--- src/rtl/ingre_count_anim_pkg.sv ---
// Shared types and screen constants for the ingredient tracker family.
// Used by the count animators and their glyph renderers.
package ingre_pkg;

  typedef enum logic [1:0] {
    IDLE      = 2'd0,
    MOVE_UP   = 2'd1,
    SWAP      = 2'd2,
    MOVE_DOWN = 2'd3
  } anim_state_e;

  localparam int SCREEN_W = 96;
  localparam int SCREEN_H = 64;
  localparam int GLYPH_H  = 5;
  localparam int GLYPH_X0 = 80;

  localparam logic [15:0] BG_COLOUR = 16'hFDDB;

endpackage

--- src/rtl/ingre_count_anim_if.sv ---
// Event inputs and renderer outputs of one ingredient tracker.
// The master side is game logic; the slave side is the animator.
interface ingre_count_anim_if;

  logic       collect;
  logic       clear;
  logic [6:0] y_pos;
  logic       count;
  logic       busy;

  modport master (
    output collect,
    output clear,
    input  y_pos,
    input  count,
    input  busy
  );

  modport slave (
    input  collect,
    input  clear,
    output y_pos,
    output count,
    output busy
  );

endinterface

--- src/rtl/ingre_count_anim_frame_step_div.sv ---
// Frame-rate divider: one-cycle step every FRAME_DIV enabled cycles.
// Shared by all ingredient trackers.
module frame_step_div #(
  parameter int FRAME_DIV = 1_000_000
) (
  input  logic clk,
  input  logic reset,
  input  logic en_i,
  input  logic sync_clr_i,
  output logic step_o
);

  localparam int W = (FRAME_DIV > 1) ? $clog2(FRAME_DIV) : 1;
  localparam logic [W-1:0] LAST = W'(FRAME_DIV - 1);

  logic [W-1:0] cnt_q;
  logic [W-1:0] cnt_d;

  // Step on the terminal count, wrap to zero; a clear holds it at zero.
  always_comb begin
    step_o = en_i && !sync_clr_i && (cnt_q == LAST);
    cnt_d  = cnt_q;
    if (sync_clr_i || step_o) begin
      cnt_d = '0;
    end else if (en_i) begin
      cnt_d = cnt_q + W'(1);
    end
  end

  // Counter register.
  always_ff @(posedge clk or posedge reset) begin
    if (reset) begin
      cnt_q <= '0;
    end else begin
      cnt_q <= cnt_d;
    end
  end

endmodule

--- src/rtl/ingre_count_anim.sv ---
// Collected-flag owner and bounce animation for one ingredient digit.
// Drives the digit and its top row straight into the glyph renderer.
module ingre_count_anim
  import ingre_pkg::*;
#(
  parameter int FRAME_DIV = 1_000_000,
  parameter int Y_REST    = 40,
  parameter int RISE      = 3
) (
  input  logic               clk,
  input  logic               reset,
  ingre_count_anim_if.slave  bus
);

  localparam logic [6:0] Y_BOT  = 7'(Y_REST);
  localparam logic [6:0] Y_TOP1 = 7'(Y_REST - RISE + 1);
  localparam logic [6:0] Y_BOT1 = 7'(Y_REST - 1);

  anim_state_e state_q;
  logic [6:0]  y_q;
  logic        count_q;
  logic        busy_q;
  logic        pend_q;

  logic        div_en;
  logic        div_clr;
  logic        step;
  logic        start;

  // Divider only runs while moving; idle/swap park it at zero.
  always_comb begin
    div_en  = (state_q == MOVE_UP) || (state_q == MOVE_DOWN);
    div_clr = !div_en;
    start   = !bus.clear && (bus.collect || pend_q);
  end

  frame_step_div #(
    .FRAME_DIV (FRAME_DIV)
  ) u_div (
    .clk        (clk),
    .reset      (reset),
    .en_i       (div_en),
    .sync_clr_i (div_clr),
    .step_o     (step)
  );

  // Animation FSM with registered renderer outputs; clear always wins.
  always_ff @(posedge clk or posedge reset) begin
    if (reset) begin
      state_q <= IDLE;
      y_q     <= Y_BOT;
      count_q <= 1'b0;
      busy_q  <= 1'b0;
      pend_q  <= 1'b0;
    end else begin
      if (bus.clear) begin
        count_q <= 1'b0;
        pend_q  <= 1'b0;
      end else if (bus.collect && state_q != IDLE) begin
        pend_q  <= 1'b1;
      end
      unique case (state_q)
        IDLE: begin
          busy_q <= start;
          y_q    <= Y_BOT;
          if (start) begin
            state_q <= MOVE_UP;
            pend_q  <= 1'b0;
          end
        end
        MOVE_UP: begin
          if (step) begin
            y_q <= y_q - 7'd1;
            if (y_q == Y_TOP1) begin
              state_q <= SWAP;
            end
          end
        end
        SWAP: begin
          if (!bus.clear) begin
            count_q <= ~count_q;
          end
          state_q <= MOVE_DOWN;
        end
        MOVE_DOWN: begin
          if (step) begin
            y_q <= y_q + 7'd1;
            if (y_q == Y_BOT1) begin
              state_q <= IDLE;
            end
          end
        end
        default: begin
          state_q <= IDLE;
        end
      endcase
    end
  end

  assign bus.y_pos = y_q;
  assign bus.count = count_q;
  assign bus.busy  = busy_q;

endmodule

--- src/flat_wrapper.sv ---
// flat-port wrapper written by rule: the top's interface ports become plain ports
module ingre_count_anim_flat import ingre_pkg::*;
#(
  parameter int FRAME_DIV = 1_000_000,
  parameter int Y_REST    = 40,
  parameter int RISE      = 3
)
  (clk, reset, bus_collect, bus_clear, bus_y_pos, bus_count, bus_busy);
  ingre_count_anim_if bus_i ();
  input  logic clk;
  input  logic reset;
  input wire logic [$bits(bus_i.collect)-1:0] bus_collect;
  input wire logic [$bits(bus_i.clear)-1:0] bus_clear;
  output wire logic [$bits(bus_i.y_pos)-1:0] bus_y_pos;
  output wire logic [$bits(bus_i.count)-1:0] bus_count;
  output wire logic [$bits(bus_i.busy)-1:0] bus_busy;
  assign bus_i.collect = bus_collect;
  assign bus_i.clear = bus_clear;
  assign bus_y_pos = bus_i.y_pos;
  assign bus_count = bus_i.count;
  assign bus_busy = bus_i.busy;
  ingre_count_anim #(.FRAME_DIV(FRAME_DIV), .Y_REST(Y_REST), .RISE(RISE)) u_core (.clk(clk), .reset(reset), .bus(bus_i));
endmodule
--- config.mk ---
export PLATFORM = sky130hd
export DESIGN_NAME = ingre_count_anim_flat
export DESIGN_NICKNAME = d
export VERILOG_FILES = /design/src/rtl/ingre_count_anim_pkg.sv /design/src/rtl/ingre_count_anim_if.sv /design/src/rtl/ingre_count_anim_frame_step_div.sv /design/src/rtl/ingre_count_anim.sv /design/src/flat_wrapper.sv
export SDC_FILE = /design/constraint.sdc
export NUM_CORES = 1
export LEC_CHECK = 0
export BUFFER_PORTS_ARGS = -buffer_cell sky130_fd_sc_hd__buf_2
export CAP_MARGIN = 20
export CORE_AREA = 4 4 72 74
export CTS_CLUSTER_SIZE = 30
export DETAILED_ROUTE_END_ITERATION = 10
export DIE_AREA = 0 0 76 78
export RECOVER_POWER = 25
export SYNTH_ARGS = -nofsm -noshare
export SYNTH_HDL_FRONTEND = slang
export SYNTH_HIERARCHICAL = 1
export SYNTH_SLANG_ARGS = --single-unit
--- constraint.sdc ---
create_clock -name clk -period 5.1 [get_ports clk]
set_input_delay 0 -clock clk [delete_from_list [all_inputs] [get_ports clk]]
set_output_delay 0 -clock clk [all_outputs]
set_load 0.005 [all_outputs]
## Word level (Yosys, flattened, before mapping)

Index checks and enable logic that the tools add are counted.

| word-level totals | value |
|---|---|
| flip-flop bits (word level) | 32 |
| input bits | 4 |
| output and inout bits | 9 |
| word-level logic and storage cells | 53 |

| operators by class | value |
|---|---|
| add/subtract/negate cells | 3 |
| equal/unequal tests | 11 |
| mux-type cells | 18 |
| bitwise gates (word level) | 1 |
| reductions and logical operators | 14 |

Operator list:

| operator | count |
|---|---|
| 20-bit 2-to-1 mux | 2 |
| 7-bit one-hot mux with 3 select lines | 1 |
| 20-bit by 1-bit adder with 20-bit output, second input constant | 1 |
| 20-bit equality test, second input constant | 1 |
| 7-bit by 6-bit equality test with 1-bit output, second input constant | 2 |
| 7-bit 2-to-1 mux | 2 |
| 2-bit 2-to-1 mux | 5 |
| 2-bit one-hot mux with 4 select lines | 1 |
| 7-bit by 1-bit adder with 7-bit output, second input constant | 1 |
| 1-bit 2-to-1 mux | 7 |
| 7-bit by 1-bit subtractor with 7-bit output, second input constant | 1 |
| 2-bit by 1-bit != test with 1-bit output, second input constant | 3 |
| 5-bit AND reduction | 1 |
| 2-bit equality test, second input constant | 2 |
| 2-bit != test, second input constant | 2 |
| 2-bit nonzero test | 2 |
| 1-bit logical AND | 3 |
| 1-bit logical OR | 3 |
| 3-bit AND reduction | 1 |
| 3-bit nonzero test | 1 |
| 2-bit by 1-bit equality test with 1-bit output, second input constant | 1 |
| 1-bit zero test | 2 |
| 2-bit zero test | 1 |
| 1-bit NOT | 1 |

## Depth between registers and ports, before layout

| logic depth | value |
|---|---|
| depth after elaboration | 6 |
| depth in mapped cells | 13 |
| gate-level depth less buffers | 12 |

## Cells and area by module

Netlist, hierarchy kept.

By module, submodules not included:

| module | times used | cells an instance | area an instance (µm²) | seq. area each (µm²) |
|---|---|---|---|---|
| frame_step_div | 1 | 112 | 1088.5 | 500.5 |
| ingre_count_anim | 1 | 87 | 857.1 | 302.8 |

## Worst setup path before layout

No wires, ideal clock.

| timing | value |
|---|---|
| kind | reg2reg |
| start | register u_core.state_q[1] |
| end | register u_core.state_q[1] |
| library setup time | 0.125 ns |
| arrival | 2.514 ns |
| slack | 2.461 ns |
| stages on the path, launching flop included | 13 |
| clock period less this slack | 2.639 ns |
| path through | dfrtp_1 > inv_1 > ha_1 > or2_0 > buf_6 > nand4_4 > or2_4 > nor3_1 > inv_1 > o21ai_0 > o221ai_1 > a221o_2 > mux2_4 |

| on the way | value |
|---|---|
| word-level cells in the longest chain between the ends | 5 |
| elaborated cells on any way between the ends | 13 |
| classes of those cells | eq/ne (8); mux (1); reduce/logical (4) |

Ends and longest elaborated chain:

| what | RTL line | source |
|---|---|---|
| start: declaration | ingre_count_anim.sv:19 | `anim_state_e state_q;` |
| start signal: assignment | ingre_count_anim.sv:50 | `state_q <= IDLE;` |
| start signal: assignment | ingre_count_anim.sv:67 | `state_q <= MOVE_UP;` |
| start signal: assignment | ingre_count_anim.sv:75 | `state_q <= SWAP;` |
| 2-bit by 1-bit equality test with 1-bit output or 2-bit equality test (tied branches) | ingre_count_anim.sv:32 | `div_en = (state_q == MOVE_UP) \|\| (state_q == MOVE_DOWN);` |
| 1-bit logical OR (*) | ingre_count_anim.sv:32 |  |
| via u_core.div_en | ingre_count_anim.sv:25 | `logic div_en;` |
| 1-bit logical AND (*) | ingre_count_anim_frame_step_div.sv:21 | `step_o = en_i && !sync_clr_i && (cnt_q == LAST);` |
| via u_core.step | ingre_count_anim.sv:27 | `logic step;` |
| 2-bit by 1-bit != test with 1-bit output (no line) | -- |  |
| 5-bit AND reduction (no line) (*) | -- |  |

The timed path passes the listed nets; every way through them passes the cells marked *.
A chain may end at the register's enable or synchronous reset.

## Final worst setup path

| timing | value |
|---|---|
| start | register u_core.state_q[1] |
| end | register u_core.state_q[1] |

| on the way | value |
|---|---|
| word-level cells in the longest chain between the ends | 5 |
| elaborated cells on any way between the ends | 13 |
| classes of those cells | eq/ne (8); mux (1); reduce/logical (4) |

Ends and longest elaborated chain:

| what | RTL line |
|---|---|
| 2-bit by 1-bit equality test with 1-bit output or 2-bit equality test (tied branches) | ingre_count_anim.sv:32 |
| 1-bit logical OR (*) | ingre_count_anim.sv:32 |
| 1-bit logical AND (*) | ingre_count_anim_frame_step_div.sv:21 |
| via u_core.step | ingre_count_anim.sv:27 |
| 2-bit by 1-bit != test with 1-bit output (no line) | -- |
| 5-bit AND reduction (no line) (*) | -- |

Marked as above.

==> summary.txt <==
Clock tree
  • CTS tree: built
  • Reg clk slew, reported paths: 0.08 ns
  • Clk buf depth: 2
  • Postcts setup bufs: 0
  • Root buffer cell: clkbuf_8
  • CTS Sinks: 32
  • H-tree depth: 2
  • Resize count post-CTS: 0
  • Hold Buf Count CTS: 2
  • Cts bufs inserted: 5
  • Skew-Pair Late Insertion Delay: 0.29 ns

Cells and area
  • Layout area overhead: 11.7%
  • Fraction of layout cells with a size suffix above 1: 13.3%
  • Multi-input logic area: 1070 um2
  • Final #Nets: 234
  • Post-Layout Inst Area: 2170 um2
  • Ant diodes: 0
  • Register area: 803 um2
  • Non-filler instance count after layout: 272
  • Fill cells: 450
  • Commonest non-fill, non-tap cell in the layout: dfrtp_1
  • Most frequent cells in the layout: dfrtp_1, nor2_1, nand2_1, xnor2_1

Route
  • Drt initial violations: 54
  • Drt total wl: 3860 um
  • Detail Route Antenna Nets: 0
  • Via count: 1487
  • DRT Pass-1 Iters: 4
  • DRC errors left: 0
  • Wire length per cell: 14.2 um
  • Routed vias/inst: 5.47

Synth
  • Synth Warn #: 6
  • Async S/R FF share, synth: 100%
  • Synth Area per Inst: 9.78 um2
  • Part of the Yosys area used for sequential elements: 41.3%
  • Syn nets: 216
  • Synth Cell Area: 1950 um2
  • Ys flop type: dfrtp_1
  • Post-synth EDFFs: 0
  • FF+latch count, synth: 32
  • Distinct cells, synth: 45
  • Gate Count Post-Synth: 199

Flow run
  • Maxcap violations: 0

Global route
  • First-pass GRT wire length: 6820 um
  • Total global routing overflow: 0
  • Vias in the first global route: 1429
  • Initial antenna violation count: 0
  • Largest net degree at the start of global routing: 21
  • Total Routing Usage GR: 14.1%

Worst hold path
  • Hold crit path type: input port to flip-flop

STA
  • Tmin final: 3.36 ns
  • Tcrit/Tclk final: 66.0%
  • Pins Over Slew Limit: 0
  • Setup Skew: 0.00924 ns
  • Final hold vios: 0
  • Peak Freq: 297 MHz
  • Rel. slew slack: 44.8%
  • Final Setup Violations: 0
  • Min Hold Slack: 0.0405 ns
  • RSZ-0062 raised after global routing: no
  • Worst-Margin Slew: 0.820 ns
  • Post-route setup TNS: 0 ns

Floorplanning
  • Row Count: 25
  • DIE WIDTH: 76 um
  • Core ar.: 4600 um2
  • Ports: 13
  • Die area: 5930 um2
  • Die H: 78 um
  • Initial core utilization: 42.3%

Critical path
  • Cell count along the critical path: 12
  • Worst Setup SP: u_core/state_q[1]
  • Worst path max stage delay: 0.59 ns
  • Worst EP arrival: 3.54 ns
  • CP startpoint kind: flip-flop
  • Cell mode on critical path: inv_1
  • Slowest cell on crit path: or2_0
  • Critical-path cell list: inv_1 > ha_1 > or2_0 > inv_1 > nor2_1 > nand3_1 > nor3_1 > inv_1 > o21ai_0 > o221ai_1 > a221o_2 > mux2_4
  • Worst r2r src: u_core/state_q[1]
  • Worst endpoint required time: 5.28 ns
  • R2r endpoint: u_core/state_q[1]
  • Buf+Inv Stages, Crit Path: 3
  • Crit-path max FO: 11
  • CP delay by family, top: simple AND/OR/NAND/NOR gates
  • FF-to-FF path depth: 12
  • Worst Setup EP: u_core/state_q[1]
  • Worst R2R Setup Slack: 1.74 ns
  • CP Capture Type: flip-flop
  • Crit path kind: flip-flop to flip-flop

Placed design
  • Dpl hpwl: 2740 um
  • Placed cell areas: 2050 um2
  • Port-buffer cells: 12
  • Post-Place Cells: 262
  • Placer congestion estimate: 0.816

Pwr
  • P_leak: 0.969 nW
  • Final Total Pwr: 0.507 mW
  • Pwr/cell area: 233 nW/um2
  • Peak supply drop: 0.000105 V

Status
  • Status: completed
## routing by layer
metal / share of wire, % / routed length, um / global-route usage (%) / up-vias
met4: 2.1 / 80 / 5.87 / 0
met1: 47 / 1830 / 18.8 / 711
met3: 4.0 / 156 / 3.83 / 8
met2: 47 / 1800 / 21.4 / 29
met5: 0 / 0 / 0 / -
li1: - / - / - / 739
## metrics by stage
stage / utilization, % / setup slack (ns)
2_1_floorplan: - / 2.46
3_3_place_gp: 44.5 / 1.88
3_5_place_dp: 44.5 / 1.75
4_1_cts: 47.4 / 1.71
5_1_grt: 47.3 / 1.28
6_report: 47.3 / 1.74
## state kept, by name, summed over array words and instances (netlist names)
signal	count
u_core/bus.busy	1
u_core/u_div/cnt_q	20
u_core/state_q	2
u_core/pend_q	1
u_core/bus.count	1
u_core/bus.y_pos	7
## synthesized netlist by cell type, drive strengths merged, types with 7 or more instances
| cell | count | share of area (%) |
|---|---|---|
| dfrtp | 30 | 39 |
| nor2 | 23 | 4.4 |
| nand2 | 16 | 3.1 |
| xnor2 | 14 | 6.3 |
| ha | 13 | 8.4 |
| inv | 13 | 2.5 |
| a21oi | 10 | 2.6 |
| o21ai | 8 | 2.1 |
| nand3 | 7 | 1.8 |
| nand4 | 7 | 3.3 |
| nor4 | 7 | 2.3 |
| xor2 | 7 | 3.2 |
## tightest hold or removal path, delay by kind of cell
kind	cells	cell delay (ns)
AO/OA/AOI/OAI	1	0.11
buffers and inverters	1	0.08
AND/OR/NAND/NOR	1	0.10
## cells by family after synthesis
family / after synthesis / synth area share, %
AND/OR/NAND/NOR: 81 / 23.0
flip-flops: 32 / 41.3
AO/OA/AOI/OAI: 31 / 11.3
XOR/XNOR: 21 / 9.45
buffers and inverters: 16 / 3.86
adder cells (fa/ha/maj): 13 / 8.36
multiplexers: 5 / 2.83
## where the power goes
group          leakage (nW)  total [mW]  internal, mW  switching [mW]
Combinational         0.501     0.00860       0.00220         0.00641
Sequential            0.414       0.254         0.254        0.000169
Clock                0.0541       0.244         0.145          0.0991
## worst min path at each step
stage	cells past startpoint	slack [ns]	end	from
2_1_floorplan	1	-0.14	u_core/bus.busy	reset
3_3_place_gp	2	0.07	u_core/state_q[0]	reset
3_5_place_dp	2	0.07	u_core/state_q[0]	reset
4_1_cts	3	0.03	u_core/pend_q	bus_collect
5_1_grt	3	0.05	u_core/pend_q	bus_collect
6_report	3	0.04	u_core/pend_q	bus_collect
## cell type report
| class | instances | share of cell area [%] |
|---|---|---|
| Clock buffer | 5 | 3.17 |
| Timing Repair Buffer | 14 | 3.45 |
| Sequential cell | 32 | 37.0 |
| Inverter | 13 | 2.25 |
| Multi-Input combinational cell | 151 | 49.1 |
| Tap cell | 54 | 3.11 |
| Clock inverter | 3 | 1.96 |
Note: power is estimated with default switching activity, not from simulation.
